==> src/rtl/regfile_write_arbiter_if.sv <==
// Writeback request/grant bus between the ALU/LSU writeback paths, the
// register-file write port and the arbiter that owns it.
interface regfile_write_arbiter_if #(
  parameter int unsigned XLEN = 32,
  parameter int unsigned AW   = 5
);
  logic            alu_valid;
  logic            alu_ready;
  logic [AW-1:0]   alu_rd;
  logic [XLEN-1:0] alu_data;

  logic            lsu_valid;
  logic            lsu_ready;
  logic [AW-1:0]   lsu_rd;
  logic [XLEN-1:0] lsu_data;

  logic            rf_regWrite;
  logic [AW-1:0]   rf_A3;
  logic [XLEN-1:0] rf_WD;
  logic            init_done;

  // Requester/observer side
  modport master (
    output alu_valid, alu_rd, alu_data,
    output lsu_valid, lsu_rd, lsu_data,
    input  alu_ready, lsu_ready,
    input  rf_regWrite, rf_A3, rf_WD, init_done
  );

  // Arbiter side
  modport slave (
    input  alu_valid, alu_rd, alu_data,
    input  lsu_valid, lsu_rd, lsu_data,
    output alu_ready, lsu_ready,
    output rf_regWrite, rf_A3, rf_WD, init_done
  );
endinterface

==> src/rtl/regfile_write_arbiter.sv <==
// Owns the register-file write port: zero-sweeps all registers after reset,
// then grants one ALU/LSU writeback per cycle (LSU first, ALU anti-starvation).
module regfile_write_arbiter #(
  parameter int unsigned XLEN       = 32,
  parameter int unsigned NREGS      = 32,
  parameter int unsigned STARVE_MAX = 4
) (
  input  logic                  clk,
  input  logic                  reset,
  regfile_write_arbiter_if.slave bus
);
  localparam int unsigned AW = (NREGS > 1) ? $clog2(NREGS) : 1;
  localparam int unsigned SW = $clog2(STARVE_MAX + 1);

  typedef enum logic {
    CLEAR,
    RUN
  } state_t;

  state_t          state_q, state_d;
  logic [AW-1:0]   clr_idx_q, clr_idx_d;
  logic [SW-1:0]   starve_q, starve_d;
  logic            we_q, we_d;
  logic [AW-1:0]   a3_q, a3_d;
  logic [XLEN-1:0] wd_q, wd_d;

  logic alu_force;
  logic alu_go;
  logic lsu_go;

  // Grant decision: LSU wins unless the ALU has waited STARVE_MAX cycles.
  always_comb begin
    alu_force = (starve_q == SW'(STARVE_MAX));
    alu_go    = 1'b0;
    lsu_go    = 1'b0;
    if (state_q == RUN) begin
      if (bus.alu_valid && (!bus.lsu_valid || alu_force)) begin
        alu_go = 1'b1;
      end else if (bus.lsu_valid) begin
        lsu_go = 1'b1;
      end
    end
  end

  assign bus.alu_ready   = alu_go;
  assign bus.lsu_ready   = lsu_go;
  assign bus.rf_regWrite = we_q;
  assign bus.rf_A3       = a3_q;
  assign bus.rf_WD       = wd_q;
  assign bus.init_done   = (state_q == RUN);

  always_comb begin
    state_d   = state_q;
    clr_idx_d = clr_idx_q;
    starve_d  = starve_q;
    we_d      = 1'b0;
    a3_d      = a3_q;
    wd_d      = wd_q;

    if (state_q == CLEAR) begin
      we_d      = 1'b1;
      a3_d      = clr_idx_q;
      wd_d      = '0;
      clr_idx_d = clr_idx_q + 1'b1;
      if (clr_idx_q == AW'(NREGS - 1)) begin
        state_d   = RUN;
        clr_idx_d = '0;
      end
    end else begin
      // A grant to x0 consumes the request but suppresses the write strobe.
      if (alu_go) begin
        we_d = |bus.alu_rd;
        a3_d = bus.alu_rd;
        wd_d = bus.alu_data;
      end else if (lsu_go) begin
        we_d = |bus.lsu_rd;
        a3_d = bus.lsu_rd;
        wd_d = bus.lsu_data;
      end

      if (bus.alu_valid && !alu_go) begin
        starve_d = alu_force ? starve_q : starve_q + 1'b1;
      end else begin
        starve_d = '0;
      end
    end
  end

  always_ff @(posedge clk or negedge reset) begin
    if (!reset) begin
      state_q   <= CLEAR;
      clr_idx_q <= '0;
      starve_q  <= '0;
      we_q      <= 1'b0;
      a3_q      <= '0;
      wd_q      <= '0;
    end else begin
      state_q   <= state_d;
      clr_idx_q <= clr_idx_d;
      starve_q  <= starve_d;
      we_q      <= we_d;
      a3_q      <= a3_d;
      wd_q      <= wd_d;
    end
  end

  a_one_grant: assert property (@(posedge clk) disable iff (!reset)
    !(bus.alu_ready && bus.lsu_ready));

  a_no_x0_in_run: assert property (@(posedge clk) disable iff (!reset)
    (state_q == RUN && we_q) |-> (a3_q != '0));

endmodule

==> src/flat_wrapper.sv <==
// flat-port wrapper written by rule: the top's interface ports become plain ports
module regfile_write_arbiter_flat 
#(
  parameter int unsigned XLEN       = 32,
  parameter int unsigned NREGS      = 32,
  parameter int unsigned STARVE_MAX = 4
)
  (clk, reset, bus_alu_valid, bus_alu_rd, bus_alu_data, bus_lsu_valid, bus_lsu_rd, bus_lsu_data, bus_alu_ready, bus_lsu_ready, bus_rf_regWrite, bus_rf_A3, bus_rf_WD, bus_init_done);
  regfile_write_arbiter_if #(.XLEN(XLEN), .AW((5))) bus_i ();
  input  logic clk;
  input  logic reset;
  input wire logic [$bits(bus_i.alu_valid)-1:0] bus_alu_valid;
  input wire logic [$bits(bus_i.alu_rd)-1:0] bus_alu_rd;
  input wire logic [$bits(bus_i.alu_data)-1:0] bus_alu_data;
  input wire logic [$bits(bus_i.lsu_valid)-1:0] bus_lsu_valid;
  input wire logic [$bits(bus_i.lsu_rd)-1:0] bus_lsu_rd;
  input wire logic [$bits(bus_i.lsu_data)-1:0] bus_lsu_data;
  output wire logic [$bits(bus_i.alu_ready)-1:0] bus_alu_ready;
  output wire logic [$bits(bus_i.lsu_ready)-1:0] bus_lsu_ready;
  output wire logic [$bits(bus_i.rf_regWrite)-1:0] bus_rf_regWrite;
  output wire logic [$bits(bus_i.rf_A3)-1:0] bus_rf_A3;
  output wire logic [$bits(bus_i.rf_WD)-1:0] bus_rf_WD;
  output wire logic [$bits(bus_i.init_done)-1:0] bus_init_done;
  assign bus_i.alu_valid = bus_alu_valid;
  assign bus_i.alu_rd = bus_alu_rd;
  assign bus_i.alu_data = bus_alu_data;
  assign bus_i.lsu_valid = bus_lsu_valid;
  assign bus_i.lsu_rd = bus_lsu_rd;
  assign bus_i.lsu_data = bus_lsu_data;
  assign bus_alu_ready = bus_i.alu_ready;
  assign bus_lsu_ready = bus_i.lsu_ready;
  assign bus_rf_regWrite = bus_i.rf_regWrite;
  assign bus_rf_A3 = bus_i.rf_A3;
  assign bus_rf_WD = bus_i.rf_WD;
  assign bus_init_done = bus_i.init_done;
  regfile_write_arbiter #(.XLEN(XLEN), .NREGS(NREGS), .STARVE_MAX(STARVE_MAX)) u_core (.clk(clk), .reset(reset), .bus(bus_i));
endmodule
==> config.mk <==
export PLATFORM = sky130hd
export DESIGN_NAME = regfile_write_arbiter_flat
export DESIGN_NICKNAME = d
export VERILOG_FILES = /design/src/rtl/regfile_write_arbiter_if.sv /design/src/rtl/regfile_write_arbiter.sv /design/src/flat_wrapper.sv
export SDC_FILE = /design/constraint.sdc
export NUM_CORES = 1
export LEC_CHECK = 0
export CELL_PAD_IN_SITES_DETAIL_PLACEMENT = 1
export CELL_PAD_IN_SITES_GLOBAL_PLACEMENT = 1
export CORE_MARGIN = 2
export CORE_UTILIZATION = 28
export DETAILED_ROUTE_END_ITERATION = 8
export PLACE_DENSITY = 0.78
export SYNTH_ARGS = -nofsm -noshare
export SYNTH_HDL_FRONTEND = slang
export SYNTH_SLANG_ARGS = --single-unit
==> constraint.sdc <==
create_clock -name clk -period 1.4 [get_ports clk]
set_input_delay 0.21 -clock clk [delete_from_list [all_inputs] [get_ports clk]]
set_output_delay 0.21 -clock clk [all_outputs]
set_load 0.005 [all_outputs]
Yosys cells after proc, flatten, opt, wreduce, memory -nomap -nowiden
Cells that the tools add are included.
Widths: inputs -> output; s select.
{"block": "op_classes", "n_reduce_logical": 8, "n_addsub": 2, "n_eq_ne": 4, "mux": 19}
{"op": "$mux 32", "count": 3}
{"op": "$mux 5", "count": 4}
{"op": "$mux 1", "count": 10}
{"op": "$reduce_or 5->1", "count": 2}
{"op": "$mux 3", "count": 2}
{"op": "$add 5x1->5 const B", "count": 1}
{"op": "$eq 5x5->1 const B", "count": 1}
{"op": "$add 3x1->3 const B", "count": 1}
{"op": "$eq 3x3->1 const B", "count": 1}
{"op": "$ne 3x3->1 const B", "count": 1}
{"op": "$logic_and 1x1->1", "count": 2}
{"op": "$logic_not 1->1", "count": 2}
{"op": "$ne 2x2->1 const B", "count": 1}
{"op": "$reduce_and 2->1", "count": 1}
{"op": "$logic_or 1x1->1", "count": 1}
{"block": "totals", "output_inout_bits": 41, "in_bits": 78, "register_bits": 47}

Depth between registers and ports, before layout
{"block": "depth", "depth_word": 9, "depth_mapped": 7, "mapped_depth_nobuf": 6}

Least setup slack after synthesis
OpenSTA, ideal clock, no wires.
{"block": "synth_path", "kind": "reg2reg", "startpoint": "reg u_core.clr_idx_q[0]", "endpoint": "reg u_core.clr_idx_q[3]", "t_arrival_ps": 1410, "synth_period_minus_slack_ps": 1493, "setup_time_ps": 83, "slack_ps": -93, "t_required_ps": 1317, "path_buffers": 0, "stages_incl_launch_ff": 7, "path_cell_list": "dfrtp_1 -> ha_1 -> and3_1 -> ha_1 -> nor2_1 -> nand4_1 -> o21ai_0"}
{"block": "synth_via", "elab_chain_len": 2, "elab_cells_between_ends": 3, "classes_between": "add/sub (1); eq/ne (1); mux (1)"}
{"element": "start, declared", "line_no": "regfile_write_arbiter.sv:21", "rtl": "logic [AW-1:0] clr_idx_q, clr_idx_d;"}
{"element": "start signal, assigned", "line_no": "regfile_write_arbiter.sv:99", "rtl": "clr_idx_q <= clr_idx_d;"}
{"element": "$add 5x1->5 / $eq 5x5->1 (equally long branches)", "line_no": "regfile_write_arbiter.sv:64, regfile_write_arbiter.sv:65"}
{"element": "$mux 5 *", "line_no": "regfile_write_arbiter.sv:65", "rtl": "if (clr_idx_q == AW'(NREGS - 1)) begin"}
Every way passes the cells marked *; elsewhere a longest branch is shown, timed or not.
A chain may end at the register's enable or synchronous reset.

Final worst setup path
{"block": "layout_path", "startpoint": "reg u_core.starve_q[0]", "endpoint": "reg u_core.a3_q[4], in the netlist u_core.bus.rf_A3[4]"}
{"block": "layout_via", "elab_chain_len": 7, "elab_cells_between_ends": 10, "classes_between": "eq/ne (2); mux (6); reduce/logical (2)"}
{"element": "start, declared", "line_no": "regfile_write_arbiter.sv:22", "rtl": "logic [SW-1:0] starve_q, starve_d;"}
{"element": "start signal, assigned", "line_no": "regfile_write_arbiter.sv:100", "rtl": "starve_q <= starve_d;"}
{"element": "$eq 3x3->1 *", "line_no": "regfile_write_arbiter.sv:33", "rtl": "alu_force = (starve_q == SW'(STARVE_MAX));"}
{"element": "$logic_or 1x1->1 *", "line_no": "regfile_write_arbiter.sv:37", "rtl": "if (bus.alu_valid && (!bus.lsu_valid || alu_force)) begin"}
{"element": "$logic_and 1x1->1 *", "line_no": "regfile_write_arbiter.sv:37"}
{"element": "$mux 1", "line_no": "regfile_write_arbiter.sv:37"}
{"element": "$mux 1", "line_no": "regfile_write_arbiter.sv:36", "rtl": "if (state_q == RUN) begin"}
{"element": "$mux 5", "line_no": "regfile_write_arbiter.sv:71", "rtl": "if (alu_go) begin"}
{"element": "$mux 5", "line_no": "regfile_write_arbiter.sv:60", "rtl": "if (state_q == CLEAR) begin"}
{"element": "end signal, assigned", "line_no": "regfile_write_arbiter.sv:95", "rtl": "a3_q <= '0;"}
{"element": "end signal, assigned", "line_no": "regfile_write_arbiter.sv:102", "rtl": "a3_q <= a3_d;"}
{"element": "end, declared", "line_no": "regfile_write_arbiter.sv:24", "rtl": "logic [AW-1:0] a3_q, a3_d;"}
Marks and branches as above.

==> run_results.csv <==
group,metric,value,unit
run_status,status,"finished, violations left",
run_status,violations,"negative setup slack",
global_route,grt_pass1_vias,3302,
die,die_w,102,microns
global_route,antenna_found_initial,0,
sta,fin_hold_ws,0.462,ns
placement,postPlaceCellArea,4190,sq um
global_route,grt_max_degree,69,
placement,numPortBuffers,118,
logic_synthesis,post_synth.cell_area_avg,9.75,sq um
power_and_ir_drop,p_comb_frac,0.318,
detailed_routing,firstDrtPassIters,4,
sta,fin_crit,1.68,ns
power_and_ir_drop,ir_drop,449,uV
clocking,cts_sinks,47,
detailed_routing,drt.antenna.violating_nets,0,
critical_path,cp-end-kind,"flop",
global_route,overflow,0,
critical_path,worst-r2r-setup-slack,-0.28,ns
hold_path,hold_class,"input port to async pin",
logic_synthesis,synth_area,2670,sq um
global_route,grt_use_total,0.208,
logic_synthesis,synth-seq-cells,47,
clocking,h-tree-depth,2,
layout,drive_above_1_share,0.379,
job,drv_cap,0,
critical_path,critical_path_required,1.59,ns
critical_path,path_class,"flop to flop",
sta,period_share,1.20,
power_and_ir_drop,leakagePower,2.35,nW
sta,timing.fmax,595,MHz
critical_path,critPathMaxFanout,2,
die,fp-row-count,35,
layout,nFillCells,992,
power_and_ir_drop,p_sw_frac,0.287,
logic_synthesis,yosys_warnings,0,
detailed_routing,totalWireLength,11400,microns
layout,fin_util,0.545,
sta,tns,-3.04,ns
power_and_ir_drop,total_power,3.60,mW
critical_path,worst_r2r_endpoint,"u_core.bus.rf_A3[4]",
critical_path,reg2reg_depth,6,
critical_path,startpoint_type,"flop",
layout,stdcell_area,5040,sq um
sta,tightest_slew,0.344,ns
logic_synthesis,syn_inst,274,
placement,gp_congestion,0.790,
sta,worst_slack,-0.281,ns
logic_synthesis,synth_largest_area_cell,"dfrtp_1",
power_and_ir_drop,clockPowerShare,0.250,
global_route,grt_pass1_wl,16800,microns
layout,areaGrowthSynthToFinish,88.4,%
sta,drv_slew,0,
power_and_ir_drop,switchingPower,1.03,mW
critical_path,cp.arrival,1.87,ns
clocking,cts_tree,"yes",
layout,final_nets,529,
clocking,max-clock-path-buffers,2,
die,initial_utilization,0.289,
logic_synthesis,synth_top_area_share,0.440,
placement,dp_cells,529,
power_and_ir_drop,p_int,2.57,mW
die,die_h,102,microns
clocking,numCtsBuffers,5,
sta,rsz0062_at_grt,"yes",
clocking,cts.clk_slew.worst_paths,0.10,ns
logic_synthesis,yosys-top-cells-area,"dfrtp_1, o211ai_2, nand4_1",
die,dieArea,10300,sq um
clocking,clockRootBuffer,"clkbuf_8",
placement,preCtsSetupSlack,-0.773,ns
detailed_routing,vias,2992,
die,num_io_pins,119,
logic_synthesis,ys_seq_area_frac,0.440,
detailed_routing,avgViaCountPerCell,5.19,
sta,skew,0.00535,ns
placement,post-dp-hpwl,6780,microns
sta,relSlewSlack,0.771,
die,core,9240,sq um
critical_path,rr_startpoint,"u_core.starve_q[0]",
clocking,insertion_delay,0.30,ns
logic_synthesis,synthDistinctLibCells,36,
power_and_ir_drop,sequentialPowerShare,0.432,
power_and_ir_drop,pwr_density_cell,714,nW/um^2
detailed_routing,drt_iter0_drc,98,
sta,hold_viol_final,0,
layout,fin_cells,577,
layout,antenna_cells,0,
sta,setup_violations,36,
detailed_routing,drc_errors,0,
detailed_routing,wire_per_inst,19.8,microns
logic_synthesis,synth_nets,356,
==> sequential cells by signal, indices dropped and copies added (netlist names) <==
name,flops
u_core.bus.rf_WD,32
u_core.bus.rf_regWrite,1
u_core.clr_idx_q,5
u_core.bus.rf_A3,5
u_core.bus.init_done,1
u_core.starve_q,3
==> cell type report <==
class                      count  area [sq um]  area share
inverter                       5          21.3     0.00422
sequential                    47          1180       0.234
multi-input combinational    194          1630       0.324
clock buffer                   7          86.3      0.0171
tap                          129           161      0.0320
clock inverter                 1          8.76     0.00174
timing repair buffer         194          1950       0.387
==> critical path: stages (launching register included) <==
cell and delay, ns:
dfrtp_1 0.40, inv_2 0.08, ha_4 0.15, a21boi_4 0.06, buf_6 0.12, or4_1 0.46, a32o_1 0.30
==> worst max path at each step <==
stage	cells past startpoint	from	to	slack [ns]
floorplan	5	u_core.starve_q[1]	u_core.bus.rf_A3[4]	-0.02
global placement	4	bus_lsu_valid	u_core.bus.rf_WD[25]	-0.70
detailed placement	4	bus_lsu_valid	u_core.bus.rf_WD[25]	-0.77
CTS	7	u_core.starve_q[1]	bus_alu_ready	-0.26
global route	6	u_core.starve_q[1]	u_core.bus.rf_A3[4]	-0.32
finish	6	u_core.starve_q[0]	u_core.bus.rf_A3[4]	-0.28
==> metal layers <==
| metal | GRT usage | wire length [microns] |
|---|---|---|
| met5 | 0 | 0 |
| met4 | 0.0405 | 134 |
| met3 | 0.0359 | 492 |
| met2 | 0.385 | 6160 |
| met1 | 0.252 | 4630 |
==> cell usage in the layout, fill, tap and decap left out, types with 2 or more instances in the layout <==
| master | count |
|---|---|
| nand2_1 | 35 |
| dlymetal6s2s_1 | 18 |
| o211ai_2 | 30 |
| nand3_4 | 7 |
| a21oi_1 | 6 |
| nand3_2 | 19 |
| nand3_1 | 6 |
| buf_2 | 4 |
| dlygate4sd2_1 | 17 |
| nor2_1 | 3 |
| dfrtp_1 | 46 |
| inv_2 | 2 |
| nand4_1 | 38 |
| inv_1 | 2 |
| buf_4 | 53 |
| buf_16 | 3 |
| a31oi_1 | 4 |
| buf_12 | 6 |
| clkdlybuf4s50_1 | 78 |
| o21ai_1 | 2 |
| or4_1 | 3 |
| buf_6 | 12 |
| ha_4 | 2 |
| o21ai_0 | 2 |
| o211ai_1 | 7 |
| clkbuf_8 | 6 |
| nor2_4 | 8 |
==> synth_stat cells <==
library cell and count:
nand3_1 32, nand2_1 36, ha_1 4, buf_2 9, nor3_1 1, a31oi_1 5, clkbuf_1 12, buf_4 1
dfrtp_1 47, buf_1 1, o31ai_1 1, and3_1 2, nand4_1 38, o2bb2ai_1 1, o221ai_1 1, a32o_1 1
inv_2 1, or4_1 3, o211ai_2 30, mux2_2 1, a21o_1 1, inv_1 4, nor2_2 1, or3_1 1
o21ai_0 5, o22ai_1 1, a21bo_2 1, nor2_1 9, nor3b_4 1, a21boi_2 1, a22o_1 1, o211ai_1 7
or3b_1 1, buf_6 6, nand3b_1 1, a21oi_1 6
==> power groups by stage <==
stage	Clock [mW]	Sequential [mW]	Combinational, mW
floorplan	0	1.58	0.333
global placement	0	1.58	0.943
detailed placement	0	1.58	0.969
CTS	0.931	1.55	1.08
global route	0.982	1.57	1.23
finish	0.898	1.55	1.14
==> repair_timing <==
action / 4_1_cts / 5_1_grt
pin swaps: 12 / 6
buffers inserted: 21 / 14
hold buffers: 1 / 0
endpoints found under the setup margin: 66 / 69
endpoints found under the hold margin: 47 / 0
resized for setup: 80 / 43
gates cloned: 4 / 1
==> kinds of logic after synthesis <==
kind of cell	after synthesis	synth area share
buffers and inverters	34	0.0702
muxes	1	0.00421
DFF	47	0.440
and+or+nand+nor	126	0.245
adders and majority gates	4	0.0187
AOI/OAI and AO/OA	62	0.222
(Power assumes the default switching activity.)
